[config.mk]
export PLATFORM = sky130hd
export DESIGN_NAME = lock_unlock_ctrl
export DESIGN_NICKNAME = d
export VERILOG_FILES = /design/src/rtl/lock_unlock_ctrl.sv
export SDC_FILE = /design/constraint.sdc
export NUM_CORES = 1
export LEC_CHECK = 0
export ABC_AREA = 1
export BUFFER_PORTS_ARGS = -buffer_cell sky130_fd_sc_hd__clkbuf_2
export CAP_MARGIN = 40
export CORE_UTILIZATION = 46
export DETAILED_ROUTE_END_ITERATION = 8
export PLACE_DENSITY = 0.87
export SYNTH_ARGS = -nofsm -noshare
export SYNTH_HDL_FRONTEND = slang
export SYNTH_SLANG_ARGS = --single-unit
[constraint.sdc]
create_clock -name clk -period 1.4 [get_ports clk]
set_input_delay 0.42 -clock clk [delete_from_list [all_inputs] [get_ports clk]]
set_output_delay 0.42 -clock clk [all_outputs]
set_load 0.03 [all_outputs]
[src/rtl/lock_unlock_ctrl.sv]
// Two-word software unlock sequencer for the power-on lock register, with failed-attempt lockout.
// Define LOCK_UNLOCK_TIMEOUT_EN to bound the wait for KEY1 to TIMEOUT_CYCLES cycles.
module lock_unlock_ctrl #(
  parameter logic [15:0] KEY0           = 16'hA5A5,
  parameter logic [15:0] KEY1           = 16'h5A5A,
  parameter int unsigned MAX_FAIL       = 3,
  parameter int unsigned TIMEOUT_CYCLES = 16
) (
  input  logic        clk,
  input  logic        resetn,
  input  logic        wr_valid,
  input  logic [15:0] wr_data,
  output logic        wr_ready,
  input  logic        locked_in,
  output logic        unlock,
  output logic [3:0]  fail_count,
  output logic        key_pending,
  output logic        lockout
);

  if (MAX_FAIL < 1 || MAX_FAIL > 15) begin : g_bad_max_fail
    $error("MAX_FAIL must be in 1..15");
  end
  if (TIMEOUT_CYCLES < 2 || TIMEOUT_CYCLES > 65535) begin : g_bad_timeout
    $error("TIMEOUT_CYCLES must be in 2..65535");
  end

  localparam logic [3:0] MAX_FAIL_W = 4'(MAX_FAIL);

  typedef enum logic [2:0] {
    ST_IDLE,
    ST_WAIT_KEY1,
    ST_PULSE,
    ST_DONE,
    ST_LOCKOUT
  } state_t;

  state_t     r_state;
  state_t     w_state_next;
  logic [3:0] r_fail_count;
  logic [3:0] w_fail_count_next;
  logic       w_xfer;
  logic       w_fail;
  logic       w_expired;

`ifdef LOCK_UNLOCK_TIMEOUT_EN
  logic [15:0] r_to_count;

  // Counter reads 0 on the first WAIT_KEY1 cycle, so TIMEOUT_CYCLES-1 marks the last one.
  always_ff @(posedge clk or negedge resetn) begin
    if (!resetn) begin
      r_to_count <= '0;
    end else if (r_state != ST_WAIT_KEY1) begin
      r_to_count <= '0;
    end else begin
      r_to_count <= r_to_count + 16'd1;
    end
  end

  assign w_expired = (r_state == ST_WAIT_KEY1) && (r_to_count == 16'(TIMEOUT_CYCLES - 1));
`else
  assign w_expired = 1'b0;
`endif

  assign wr_ready    = (r_state == ST_IDLE) || (r_state == ST_WAIT_KEY1) || (r_state == ST_DONE);
  assign w_xfer      = wr_valid && wr_ready;
  assign unlock      = (r_state == ST_PULSE);
  assign key_pending = (r_state == ST_WAIT_KEY1);
  assign lockout     = (r_state == ST_LOCKOUT);
  assign fail_count  = r_fail_count;

  always_comb begin
    w_state_next      = r_state;
    w_fail_count_next = r_fail_count;
    w_fail            = 1'b0;
    case (r_state)
      ST_IDLE: begin
        // An already-unlocked register needs no key sequence.
        if (!locked_in) begin
          w_state_next = ST_DONE;
        end else if (w_xfer) begin
          if (wr_data == KEY0) begin
            w_state_next = ST_WAIT_KEY1;
          end else begin
            w_fail = 1'b1;
          end
        end
      end
      ST_WAIT_KEY1: begin
        if (w_xfer) begin
          if (wr_data == KEY1) begin
            w_state_next      = ST_PULSE;
            w_fail_count_next = '0;
          end else begin
            w_fail = 1'b1;
          end
        end else if (w_expired) begin
          w_fail = 1'b1;
        end
      end
      ST_PULSE:   w_state_next = ST_DONE;
      ST_DONE: begin
        if (locked_in) begin
          w_state_next = ST_IDLE;
        end
      end
      ST_LOCKOUT: w_state_next = ST_LOCKOUT;
      default:    w_state_next = ST_IDLE;
    endcase

    // Outside LOCKOUT the count is below MAX_FAIL, so the increment cannot wrap.
    if (w_fail) begin
      w_fail_count_next = r_fail_count + 4'd1;
      w_state_next      = (w_fail_count_next == MAX_FAIL_W) ? ST_LOCKOUT : ST_IDLE;
    end
  end

  always_ff @(posedge clk or negedge resetn) begin
    if (!resetn) begin
      r_state      <= ST_IDLE;
      r_fail_count <= '0;
    end else begin
      r_state      <= w_state_next;
      r_fail_count <= w_fail_count_next;
    end
  end

endmodule

### Word level (Yosys, flattened, before mapping)

Index checks and enable logic that the tools add are counted.

| word-level totals | value |
|---|---|
| register bits | 7 |
| bits of input ports | 20 |
| output and inout bits | 8 |

| cells by class | value |
|---|---|
| add/sub/neg operators | 1 |
| equality and inequality tests | 12 |
| muxes and demuxes | 19 |
| reductions and logical operators | 9 |

Operators by type and width:

| operator | number |
|---|---|
| 3-bit two-way mux | 8 |
| 16-bit by 15-bit == test with 1-bit output, second input constant | 1 |
| 16-bit == test, second input constant | 1 |
| 4-bit two-way mux | 4 |
| 3-bit case mux with 5 select lines | 1 |
| 3-bit by 2-bit == test with 1-bit output, second input constant | 2 |
| 3-bit by 1-bit != test with 1-bit output, second input constant | 2 |
| 2-bit nonzero test | 3 |
| 1-bit two-way mux | 5 |
| 5-bit AND reduction | 1 |
| 4-bit by 1-bit adder with 4-bit output, second input constant | 1 |
| 4-bit by 2-bit == test with 1-bit output, second input constant | 1 |
| 4-bit by 3-bit != test with 1-bit output, second input constant | 1 |
| 4-bit != test, second input constant | 1 |
| 3-bit by 1-bit == test with 1-bit output, second input constant | 1 |
| 3-bit == test, second input constant | 1 |
| 3-bit logical NOT | 1 |
| 3-bit != test, second input constant | 1 |
| 3-bit AND reduction | 1 |
| 1-bit logical OR | 2 |
| 1-bit case mux with 2 select lines | 1 |
| 1-bit logical AND | 1 |

### Depth between registers and ports, before layout

Gate-level depths: netlist (run 1).

| depth | value |
|---|---|
| depth in word-level cells | 9 |
| mapped depth | 10 |
| depth with buffers taken out | 10 |

### Worst setup path before layout (run 1)

No wires, ideal clock.

| path | value |
|---|---|
| kind | register to output |
| from | reg r_state[0] |
| to | out lockout |
| arrival time | 965 ps |
| setup slack | 15 ps |
| cell stages (with the launch flop) | 4 |
| path buffers | 0 |
| path through | dfrtp_1 -> inv_2 -> nand2_2 -> nor2_1 |

| on the way | value |
|---|---|
| longest elaborated chain between the ends | 1 |

RTL lines:

| item | RTL line | source |
|---|---|---|
| start, declared | 38 | `state_t r_state;` |
| start signal, assigned | 123 | `r_state <= w_state_next;` |
| 3-bit == test | 69 | `assign lockout = (r_state == ST_LOCKOUT);` |
| end, declared | 18 | `output logic lockout` |

No other way between the ends.

### Worst setup path after layout (run 1)

| path | value |
|---|---|
| from | reg r_state[2] |
| to | out key_pending |

| on the way | value |
|---|---|
| longest elaborated chain between the ends | 1 |

RTL lines:

| item | RTL line | source |
|---|---|---|
| 3-bit by 1-bit == test with 1-bit output | 68 | `assign key_pending = (r_state == ST_WAIT_KEY1);` |
| end, declared | 17 | `output logic key_pending,` |

No other way between the ends.

==> summary.md, run 1 <==
| Metric | Value |
|---|---|
| Status | `finished with violations` |
| Failing checks | `setup timing` |
| Vias in the first global route | `679` |
| DRT Wirelength | `1.808 mm` |
| Sw Ratio | `49.49%` |
| H-Tree Depth | `1` |
| Grt ovf | `0` |
| RSZ-0062 raised after global routing | `true` |
| Clk root buf | `clkbuf_4` |
| Routability cong. | `0.7619` |
| Syn. warnings | `0` |
| Synth area leaders | `dfrtp_1 (26%), nand2_1 (15%), nand3_1 (8.1%), inv_1 (7.2%), nor2_1 (6.6%)` |
| Number of synthesized register bits | `7` |
| Share of power burned in registers | `20.1%` |
| Setup WS post-layout | `-0.1485 ns` |
| Post-route insts no fill | `156` |
| Post-route cell area | `974.7 um^2` |
| Number of vias per cell | `5.128` |
| Width of the die | `40.47 um` |
| Ys async rst share | `100.0%` |
| Tmin final | `1.548 ns` |
| CTS max path bufs | `2` |
| Post-synthesis area per instance | `6.673 um^2` |
| Initial antenna violation count | `0` |
| Comb power frac | `70.3%` |
| First-pass GRT wire length | `2.573 mm` |
| Layout area overhead | `43.20%` |
| Slew margin rel. | `83.43%` |
| Skew final | `0.005079 ns` |
| Leak pwr | `0.5537 nW` |
| Pint | `0.9721 mW` |
| Crit Path Max Fanout | `5` |
| Sink Count | `7` |
| Top cells by count, synth | `nand2_1 (27), inv_1 (13), nor2_1 (12)` |
| CTS tree | `yes` |
| Setup violators final | `4` |
| Seq/Total Area, Yosys | `25.74%` |
| Largest net degree at the start of global routing | `8` |
| Drt wl/cell | `11.59 um` |
| Cell Pwr Density | `1974 nW/um^2` |
| Measured slew at the worst slew-check pin | `0.2468 ns` |
| Fin util | `73.08%` |
| Post-synth EDFFs | `0` |
| Total power | `1.924 mW` |
| DRT iter0 DRCs | `13` |
| DR vias | `800` |
| Synth Flop Type | `dfrtp_1` |
| Psw | `0.9523 mW` |
| CP arrival | `1.13 ns` |
| Slew Viols, Final | `0` |
| Dpl cells | `145` |
| ANT nets after route | `0` |
| Startpoint types | `register` |
| Die area | `1637 um^2` |
| Gr usage total | `23.00%` |
| I/O pins | `28` |
| Pre-CTS WS | `-0.01645 ns` |
| Effective utilization at floorplan | `51.03%` |
| Share of cells above drive strength 1 | `42.55%` |
| Area leader, netlist | `dfrtp_1` |
| Placed Instance Area | `842.1 um^2` |
| HPWL Detailed | `1.289 mm` |
| Clock share of power | `9.6%` |
| Max-cap violations | `0` |
| Clock transition at path regs | `0.05 ns` |
| # diodes | `0` |
| Synth cell types | `22` |
| Fillcell total | `108` |
| Syn nets | `124` |
| Synth Cell Area | `680.7 um^2` |
| Worst-Skew Late Latency | `0.26 ns` |
| Placeable Area | `1334 um^2` |
| Fin crit share | `110.6%` |
| CP Class | `reg2out` |
| Hold Crit Class | `in2async` |
| Synth top area share | `25.74%` |
| Worst Path Required | `0.98 ns` |
| Drt pass-1 iters | `4` |
| I/O Buffers | `27` |
| Most frequent cell after synthesis | `nand2_1` |
| Crit path capture type | `output pin` |
| Final layout net count | `164` |
| Die height | `40.47 um` |
| # rows | `13` |
| DRC Markers | `0` |
| VDD IR-drop max | `857.6 uV` |
| Worst reg-to-reg setup slack | `0.05 ns` |
| Post-Synthesis Cells | `102` |
| Cts bufs inserted | `3` |
| Final-report hold violation count | `0` |
| Max Fclk | `645.8 MHz` |
## final cells by class
class                           count  area, um^2  share of cell area, %
Multi-Input combinational cell     78       451.7                  46.34
Timing Repair Buffer               35       239.0                  24.52
Sequential cell                     7       175.2                  17.97
Inverter                           17       63.81                  6.547
Clock buffer                        4       26.28                  2.696
Tap cell                           15       18.77                  1.926
## stage by stage
stage	TNS (ns)	hold WS (ns)
2_1_floorplan	0	0.1244
3_3_place_gp	0	0.2555
3_5_place_dp	-0.01645	0.2626
4_1_cts	-0.5702	0.5106
5_1_grt	-0.9227	0.5466
6_report	-0.5301	0.5305
## layout by cell type (no fill, tap or decap), drive strengths merged
master,count
xor2,1
ha,2
dlygate4sd3,1
nand3b,3
o22ai,1
dfrtp,7
xnor2,1
buf,11
nor2,19
clkinv,1
o21ai,1
nor3,1
clkbuf,27
nand3,11
a21oi,2
nand2,35
nand4,1
inv,16
## critical path, stage by stage, from the launching register on
cell     delay, ns
dfrtp_1       0.40
inv_2         0.14
nand2_4       0.09
nor2_4        0.12
buf_8         0.13
## what timing repair did
action,in CTS,in global routing
hold buffers,1,0
endpoints found under the setup margin,4,7
resized for setup,8,6
buffers inserted,4,2
pin swaps,2,3
endpoints found under the hold margin,7,0
## registers in the layout, summed over array words and instances (netlist names)
register,cells
fail_count,4
r_state,3
## worst paths after layout
kind / startpoint / to / depth (start not counted)
max: r_state[2] / key_pending / 4
min: resetn / fail_count[2] / 2
max reg2reg: r_state[0] / r_state[1] / 8
min reg2reg: fail_count[3] / fail_count[3] / 2
max in group asynchronous: resetn / r_state[2] / 2
min in group clk: locked_in / r_state[1] / 4
## power groups by stage
stage	Combinational (mW)	Sequential (mW)	Clock, mW
6_report	1.35	0.387	0.185
5_1_grt	1.47	0.393	0.199
4_1_cts	1.22	0.377	0.186
3_5_place_dp	1.06	0.380	0
3_3_place_gp	1.02	0.376	0
2_1_floorplan	0.712	0.455	0
## cell families (layout without fill, tap and decap cells)
logic type	Yosys count	in the layout	synth area share (%)
AO/OA/AOI/OAI	4	4	4.594
adder cells (fa/ha/maj)	2	2	3.676
XOR/XNOR	2	2	2.574
AND/OR/NAND/NOR	70	70	54.04
buffers and inverters	17	56	9.375
flip-flops	7	7	25.74
## metal layers
metal	wire [um]	global-route usage [%]
met1	643	23.49
met2	1017	46.83
met3	105	6.111
met4	41	1.667
met5	0	0
No activity file was read; power rests on OpenSTA's default activity.
==> run 2, diff against run 1 <==
--- a/config.mk
+++ b/config.mk
@@ -9,6 +9,7 @@
 export BUFFER_PORTS_ARGS = -buffer_cell sky130_fd_sc_hd__clkbuf_2
 export CAP_MARGIN = 40
 export CORE_UTILIZATION = 46
+export CTS_CLUSTER_SIZE = 20
 export DETAILED_ROUTE_END_ITERATION = 8
 export PLACE_DENSITY = 0.87
 export SYNTH_ARGS = -nofsm -noshare
==> constraint.sdc (replaced) <==
create_clock -name clk -period 1.45 [get_ports clk]
set_input_delay 0.435 -clock clk [delete_from_list [all_inputs] [get_ports clk]]
set_output_delay 0.435 -clock clk [all_outputs]
set_load 0.03 [all_outputs]
==> run 2 against run 1 <==
Against the previous run: via count rose by 0.50%; combinational power rose by 4%; highest routed layer unchanged; wire length rose by 4.8%; largest cell class unchanged; the flow still finishes with violations (setup timing); final cell count rose by 2.6%; utilization rose by 2.8 points; worst setup slack improved by 0.016 ns; non-clock buffer count rose by 4; worst hold slack got worse by 0.0098 ns; clock power barely moved; sequential power fell by 5%; clock-buffer cell count did not move; first-iteration DRC count rose by 7.7%.
==> summary.md, run 2 (same netlist as run 1, synthesis figures left out) <==
| Metric | Value |
|---|---|
| Status | `finished with violations (unchanged)` |
| Failing checks | `setup timing (unchanged)` |
| Post-route insts no fill | `160 (was 156)` |
| I/O pins | `28 (unchanged)` |
| Effective utilization at floorplan | `51.03% (unchanged)` |
| Share of cells above drive strength 1 | `45.52% (was 42.55%)` |
| RSZ-0062 raised after global routing | `true (unchanged)` |
| Initial antenna violation count | `0 (unchanged)` |
| First-pass GRT wire length | `2.601 mm (was 2.573 mm)` |
| Cts bufs inserted | `3 (unchanged)` |
| CP arrival | `1.15 ns (was 1.13 ns)` |
| Cell Pwr Density | `1944 nW/um^2 (was 1974 nW/um^2)` |
| Measured slew at the worst slew-check pin | `0.2237 ns (was 0.2468 ns)` |
| Worst r2r dst | `fail_count[1] (was r_state[1])` |
| Final layout net count | `168 (was 164)` |
| Sw Ratio | `49.63% (was 49.49%)` |
| WHS | `0.5207 ns (was 0.5305 ns)` |
| # diodes | `0 (unchanged)` |
| I/O Buffers | `27 (unchanged)` |
| Reg-to-reg startpoint | `r_state[0] (unchanged)` |
| Setup WS post-layout | `-0.1322 ns (was -0.1485 ns)` |
| Startpoint types | `register (unchanged)` |
| FF-to-FF path depth | `10 (was 8)` |
| Hold Crit Class | `in2reg (was in2async)` |
| Largest net degree at the start of global routing | `8 (unchanged)` |
| Fin util | `75.89% (was 73.08%)` |
| Crit Path Max Fanout | `4 (was 5)` |
| Leak pwr | `0.5721 nW (was 0.5537 nW)` |
| Max-cap violations | `0 (unchanged)` |
| Slew margin rel. | `85.01% (was 83.43%)` |
| Max Fclk | `632.0 MHz` |
| Hold Crit Endpoint | `r_state[1]` |
| VDD IR-drop max | `891.9 uV (was 857.6 uV)` |
| Grt ovf | `0 (unchanged)` |
| Hold Crit Depth | `4` |
| DRT iter0 DRCs | `14 (was 13)` |
| Drt wl/cell | `11.84 um (was 11.59 um)` |
| Layout area overhead | `48.71% (was 43.20%)` |
| Post-route cell area | `1012 um^2 (was 974.7 um^2)` |
| Hold_sp | `locked_in` |
| Setup violators final | `8 (was 4)` |
| Sink Count | `7 (unchanged)` |
| Worst reg-to-reg setup slack | `-0.02 ns (was 0.05 ns)` |
| DRC Markers | `0 (unchanged)` |
| Dpl cells | `144 (was 145)` |
| Gr usage total | `24.51% (was 23.00%)` |
| Commonest non-fill, non-tap cell in the layout | `nand2_1 (unchanged)` |
| Pre-CTS WS | `0.04003 ns (was -0.01645 ns)` |
| Final-report hold violation count | `0 (unchanged)` |
| Placed Instance Area | `834.6 um^2 (was 842.1 um^2)` |
| Width of the die | `40.47 um (unchanged)` |
| Drt pass-1 iters | `4 (unchanged)` |
| DR vias | `804 (was 800)` |
| Most frequent cells in the layout | `nand2_1 (26), clkbuf_2 (23), inv_1 (13) (was nand2_1 (25), clkbuf_2 (23), inv_1 (13))` |
| Comb power frac | `71.8% (was 70.3%)` |
| Share of power burned in registers | `18.7% (was 20.1%)` |
| CP Class | `reg2out (unchanged)` |
| Die area | `1637 um^2 (unchanged)` |
| Vias in the first global route | `698 (was 679)` |
| Skew final | `0.01017 ns (was 0.005079 ns)` |
| Setup TNS | `-0.4811 ns (was -0.5301 ns)` |
| Crit path capture type | `output pin (unchanged)` |
| Fin crit share | `109.1%` |
| Pint | `0.9913 mW (was 0.9721 mW)` |
| Clock transition at path regs | `0.06 ns (was 0.05 ns)` |
| Tmin final | `1.582 ns` |
| Slew Viols, Final | `0 (unchanged)` |
| HPWL Detailed | `1.394 mm (was 1.289 mm)` |
| Worst Path Required | `1.02 ns (was 0.98 ns)` |
| Psw | `0.9767 mW (was 0.9523 mW)` |
| Total power | `1.968 mW (was 1.924 mW)` |
| # rows | `13 (unchanged)` |
| DRT Wirelength | `1.894 mm (was 1.808 mm)` |
| Clock share of power | `9.6% (about the same)` |
| Placeable Area | `1334 um^2 (unchanged)` |
| CTS tree | `yes (unchanged)` |
| ANT nets after route | `0 (unchanged)` |
| CTS max path bufs | `2 (unchanged)` |
| Max reg flops | `4 (unchanged)` |
| Routability cong. | `0.8379 (was 0.7619)` |
| Worst-Skew Late Latency | `0.26 ns (about the same)` |
| H-Tree Depth | `1 (unchanged)` |
| Clk root buf | `clkbuf_4 (unchanged)` |
| Number of vias per cell | `5.025 (was 5.128)` |
| Die height | `40.47 um (unchanged)` |
## run 2: changes by cell type in the layout (fill, tap and decap cells not counted)
cell / delta
buf_12: -1
buf_4: +3
buf_6: +2
nand2_1: +1
nand2_2: -1
nand3_1: -1
nand3_2: +1
nor2_1: -2
nor2_2: +1
nor2_4: +1
## run 2: timing repair
item,CTS,global route
buffers inserted,8,3
pin swaps,3,3
endpoints found under the setup margin,4,5
resized for setup,7,12
hold buffers,1,0
endpoints found under the hold margin,3,0
## run 2: area by class of cell
| cell class | count | area (um^2) |
|---|---|---|
| Tap cell | 15 | 18.77 |
| Clock buffer | 4 | 26.28 |
| Fill cell | 83 | 321.6 |
| Inverter | 17 | 63.81 |
| Sequential cell | 7 | 175.2 |
| Multi-Input combinational cell | 78 | 464.2 |
| Timing Repair Buffer | 39 | 264.0 |
## run 2: critical path, stage by stage (launching register included)
cell and delay (ns):
dfrtp_1 0.42, inv_2 0.08, buf_6 0.12, nor2_4 0.13
buf_8 0.13
## run 2: worst max-delay path by stage
stage | startpoint | endpoint | cells past startpoint
after floorplan | r_state[0] | lockout | 3
after global placement | r_state[2] | key_pending | 4
final | r_state[0] | key_pending | 4
after detailed placement | r_state[2] | key_pending | 4
after CTS | r_state[1] | lockout | 4
after global routing | r_state[0] | key_pending | 4
## run 2: power groups by stage
stage	clock, mW	combinational (mW)	sequential, mW
floorplan	0	0.687	0.439
global placement	0	0.965	0.362
detailed placement	0	1.01	0.367
CTS	0.192	1.22	0.362
global route	0.198	1.53	0.375
finish	0.188	1.41	0.368
## run 2: routing by layer
layer | global-route usage (%) | wire length [um] | vias up
met2 | 50.40 | 1086 | 17
li1 | - | - | 406
met1 | 19.87 | 725 | 377
met5 | 0 | 0 | -
met3 | 9.444 | 60 | 4
met4 | 9.167 | 21 | 0
==> run 3, diff against run 2 <==
==> constraint.sdc (replaced) <==
create_clock -name clk -period 1.7 [get_ports clk]
set_input_delay 0.51 -clock clk [delete_from_list [all_inputs] [get_ports clk]]
set_output_delay 0.51 -clock clk [all_outputs]
set_load 0.03 [all_outputs]
==> run 3 against run 2 <==
Against the previous run: the flow still finishes with violations (setup timing); register-to-register slack better by 0.22 ns; design area decreased by 6.8%; sequential share of layout area increased by 1.3 points; clock-buffer cell count is the same; global-route usage decreased by 1.1 points; via count shrank 0.37%; largest power group unchanged.
==> summary.md, run 3 (same netlist as run 1, synthesis figures left out) <==
| Metric | Value |
|---|---|
| Status | `finished with violations (unchanged)` |
| Failing checks | `setup timing (unchanged)` |
| Leak pwr | `0.5348 nW (was 0.5721 nW)` |
| Vias in the first global route | `650 (was 698)` |
| Share of cells above drive strength 1 | `43.88% (was 45.52%)` |
| H-Tree Depth | `1 (unchanged)` |
| Drt pass-1 iters | `4 (unchanged)` |
| Placeable Area | `1334 um^2 (unchanged)` |
| Crit path capture type | `output pin (unchanged)` |
| Slew Viols, Final | `0 (unchanged)` |
| DRT iter0 DRCs | `27 (was 14)` |
| Setup violators final | `1 (was 8)` |
| # rows | `13 (unchanged)` |
| Post-route insts no fill | `154 (was 160)` |
| Most frequent cells in the layout | `nand2_1 (27), clkbuf_2 (23), inv_1 (12) (was nand2_1 (26), clkbuf_2 (23), inv_1 (13))` |
| Clk root buf | `clkbuf_4 (unchanged)` |
| Cell Pwr Density | `1611 nW/um^2 (was 1944 nW/um^2)` |
| Width of the die | `40.47 um (unchanged)` |
| Final-report hold violation count | `0 (unchanged)` |
| Die area | `1637 um^2 (unchanged)` |
| CTS tree | `yes (unchanged)` |
| DRT Wirelength | `1.854 mm (was 1.894 mm)` |
| Worst Path Required | `1.19 ns (was 1.02 ns)` |
| Final layout net count | `162 (was 168)` |
| Crit Path Max Fanout | `4 (unchanged)` |
| Worst r2r dst | `fail_count[2] (was fail_count[1])` |
| Gr usage total | `23.46% (was 24.51%)` |
| CP arrival | `1.20 ns (was 1.15 ns)` |
| ANT nets after route | `0 (unchanged)` |
| Setup TNS | `-0.006754 ns (was -0.4811 ns)` |
| VDD IR-drop max | `683.3 uV (was 891.9 uV)` |
| Worst reg-to-reg setup slack | `0.20 ns (was -0.02 ns)` |
| Hold Crit Class | `in2async (was in2reg)` |
| Measured slew at the worst slew-check pin | `0.2039 ns (was 0.2237 ns)` |
| I/O pins | `28 (unchanged)` |
| Dpl cells | `144 (unchanged)` |
| Layout area overhead | `38.60% (was 48.71%)` |
| DR vias | `801 (was 804)` |
| Number of vias per cell | `5.201 (was 5.025)` |
| Grt ovf | `0 (unchanged)` |
| HPWL Detailed | `1.379 mm (was 1.394 mm)` |
| Max reg flops | `4 (unchanged)` |
| CP Class | `reg2out (unchanged)` |
| Initial antenna violation count | `0 (unchanged)` |
| Max Fclk | `585.9 MHz` |
| Clock transition at path regs | `0.06 ns (about the same)` |
| Drt wl/cell | `12.04 um (was 11.84 um)` |
| Post-route cell area | `943.4 um^2 (was 1012 um^2)` |
| Commonest non-fill, non-tap cell in the layout | `nand2_1 (unchanged)` |
| Largest net degree at the start of global routing | `8 (unchanged)` |
| Effective utilization at floorplan | `51.03% (unchanged)` |
| Routability cong. | `0.8378 (was 0.8379)` |
| Max-cap violations | `0 (unchanged)` |
| CTS max path bufs | `2 (unchanged)` |
| First-pass GRT wire length | `2.497 mm (was 2.601 mm)` |
| # diodes | `0 (unchanged)` |
| Startpoint types | `register (unchanged)` |
| Reg-to-reg startpoint | `r_state[1] (was r_state[0])` |
| Slew margin rel. | `86.33% (was 85.01%)` |
| WHS | `0.07654 ns (was 0.5207 ns)` |
| Setup WS post-layout | `-0.006754 ns (was -0.1322 ns)` |
| Fin crit share | `100.4%` |
| I/O Buffers | `27 (unchanged)` |
| Placed Instance Area | `834.6 um^2 (unchanged)` |
| Hold-fix buffers, CTS | `0 (was 1)` |
| Tmin final | `1.707 ns` |
| Cts bufs inserted | `3 (unchanged)` |
| DRC Markers | `0 (unchanged)` |
| RSZ-0062 raised after global routing | `true (unchanged)` |
| FF-to-FF path depth | `10 (unchanged)` |
| Sink Count | `7 (unchanged)` |
| Skew final | `0.008208 ns (was 0.01017 ns)` |
| Die height | `40.47 um (unchanged)` |
| Worst-Skew Late Latency | `0.26 ns (about the same)` |
## run 3: cell count changes in the layout (fill, tap and decap cells not counted)
cell,before,now
nand3_2,1,0
buf_6,3,1
nand3_1,10,11
clkbuf_8,0,1
dlygate4sd3_1,1,0
inv_1,13,12
buf_8,2,0
buf_4,10,8
nor2_1,10,9
nand2_1,26,27
nor2_2,6,7
inv_2,3,4
nand2_2,5,4
## run 3: report_power, final
part           total, mW  switching (mW)  internal [mW]
clock network      0.157          0.0672         0.0899
registers          0.320          0.0849          0.235
logic               1.04           0.634          0.408
total               1.52           0.786          0.733
## run 3: cell type report
type / count / area (um^2)
multi-input combinational: 78 / 459.2
fill: 98 / 390.4
timing repair buffer: 33 / 200.2
sequential: 7 / 175.2
inverter: 17 / 63.81
clock buffer: 4 / 26.28
tap: 15 / 18.77
## run 3: timing repair
action                                  in CTS  in global routing
pin swaps                                    0                  4
endpoints found under the setup margin       2                  4
setup buffers                                1                  5
gates resized for setup                      2                 16
## run 3: worst max-delay path: stages, from the launching register on
cell and delay [ns]:
dfrtp_1 0.42, inv_2 0.14, nand2_4 0.08, nor2_4 0.13, clkbuf_8 0.17
## run 3: per-layer routing
metal / wire length (um) / vias to the layer above / track usage (%)
met2: 1011 / 27 / 46.43
met1: 731 / 373 / 21.48
li1: - / 391 / -
met3: 60 / 10 / 8.333
met5: 0 / - / 0
met4: 50 / 0 / 7.500
## run 3: metrics by stage
stage / util [%] / worst slack [ns] / power, mW
final: 70.73 / -0.006754 / 1.520
after global routing: 70.73 / -0.008970 / 1.622
after CTS: 65.76 / 0.002730 / 1.372
after detailed placement: 62.57 / 0.2179 / 1.176
after global placement: 62.57 / 0.2242 / 1.132
after floorplan: - / 0.2246 / 0.9606
## run 3: worst max path at each step
stage               startpoint     endpoint  slack (ns)  depth (start not counted)
floorplan           r_state[0]      lockout        0.22                          3
finish              r_state[1]  key_pending      -0.007                          4
global placement    r_state[2]  key_pending        0.22                          4
CTS                 r_state[1]  key_pending       0.003                          4
detailed placement  r_state[2]  key_pending        0.22                          4
global route        r_state[1]  key_pending      -0.009                          4
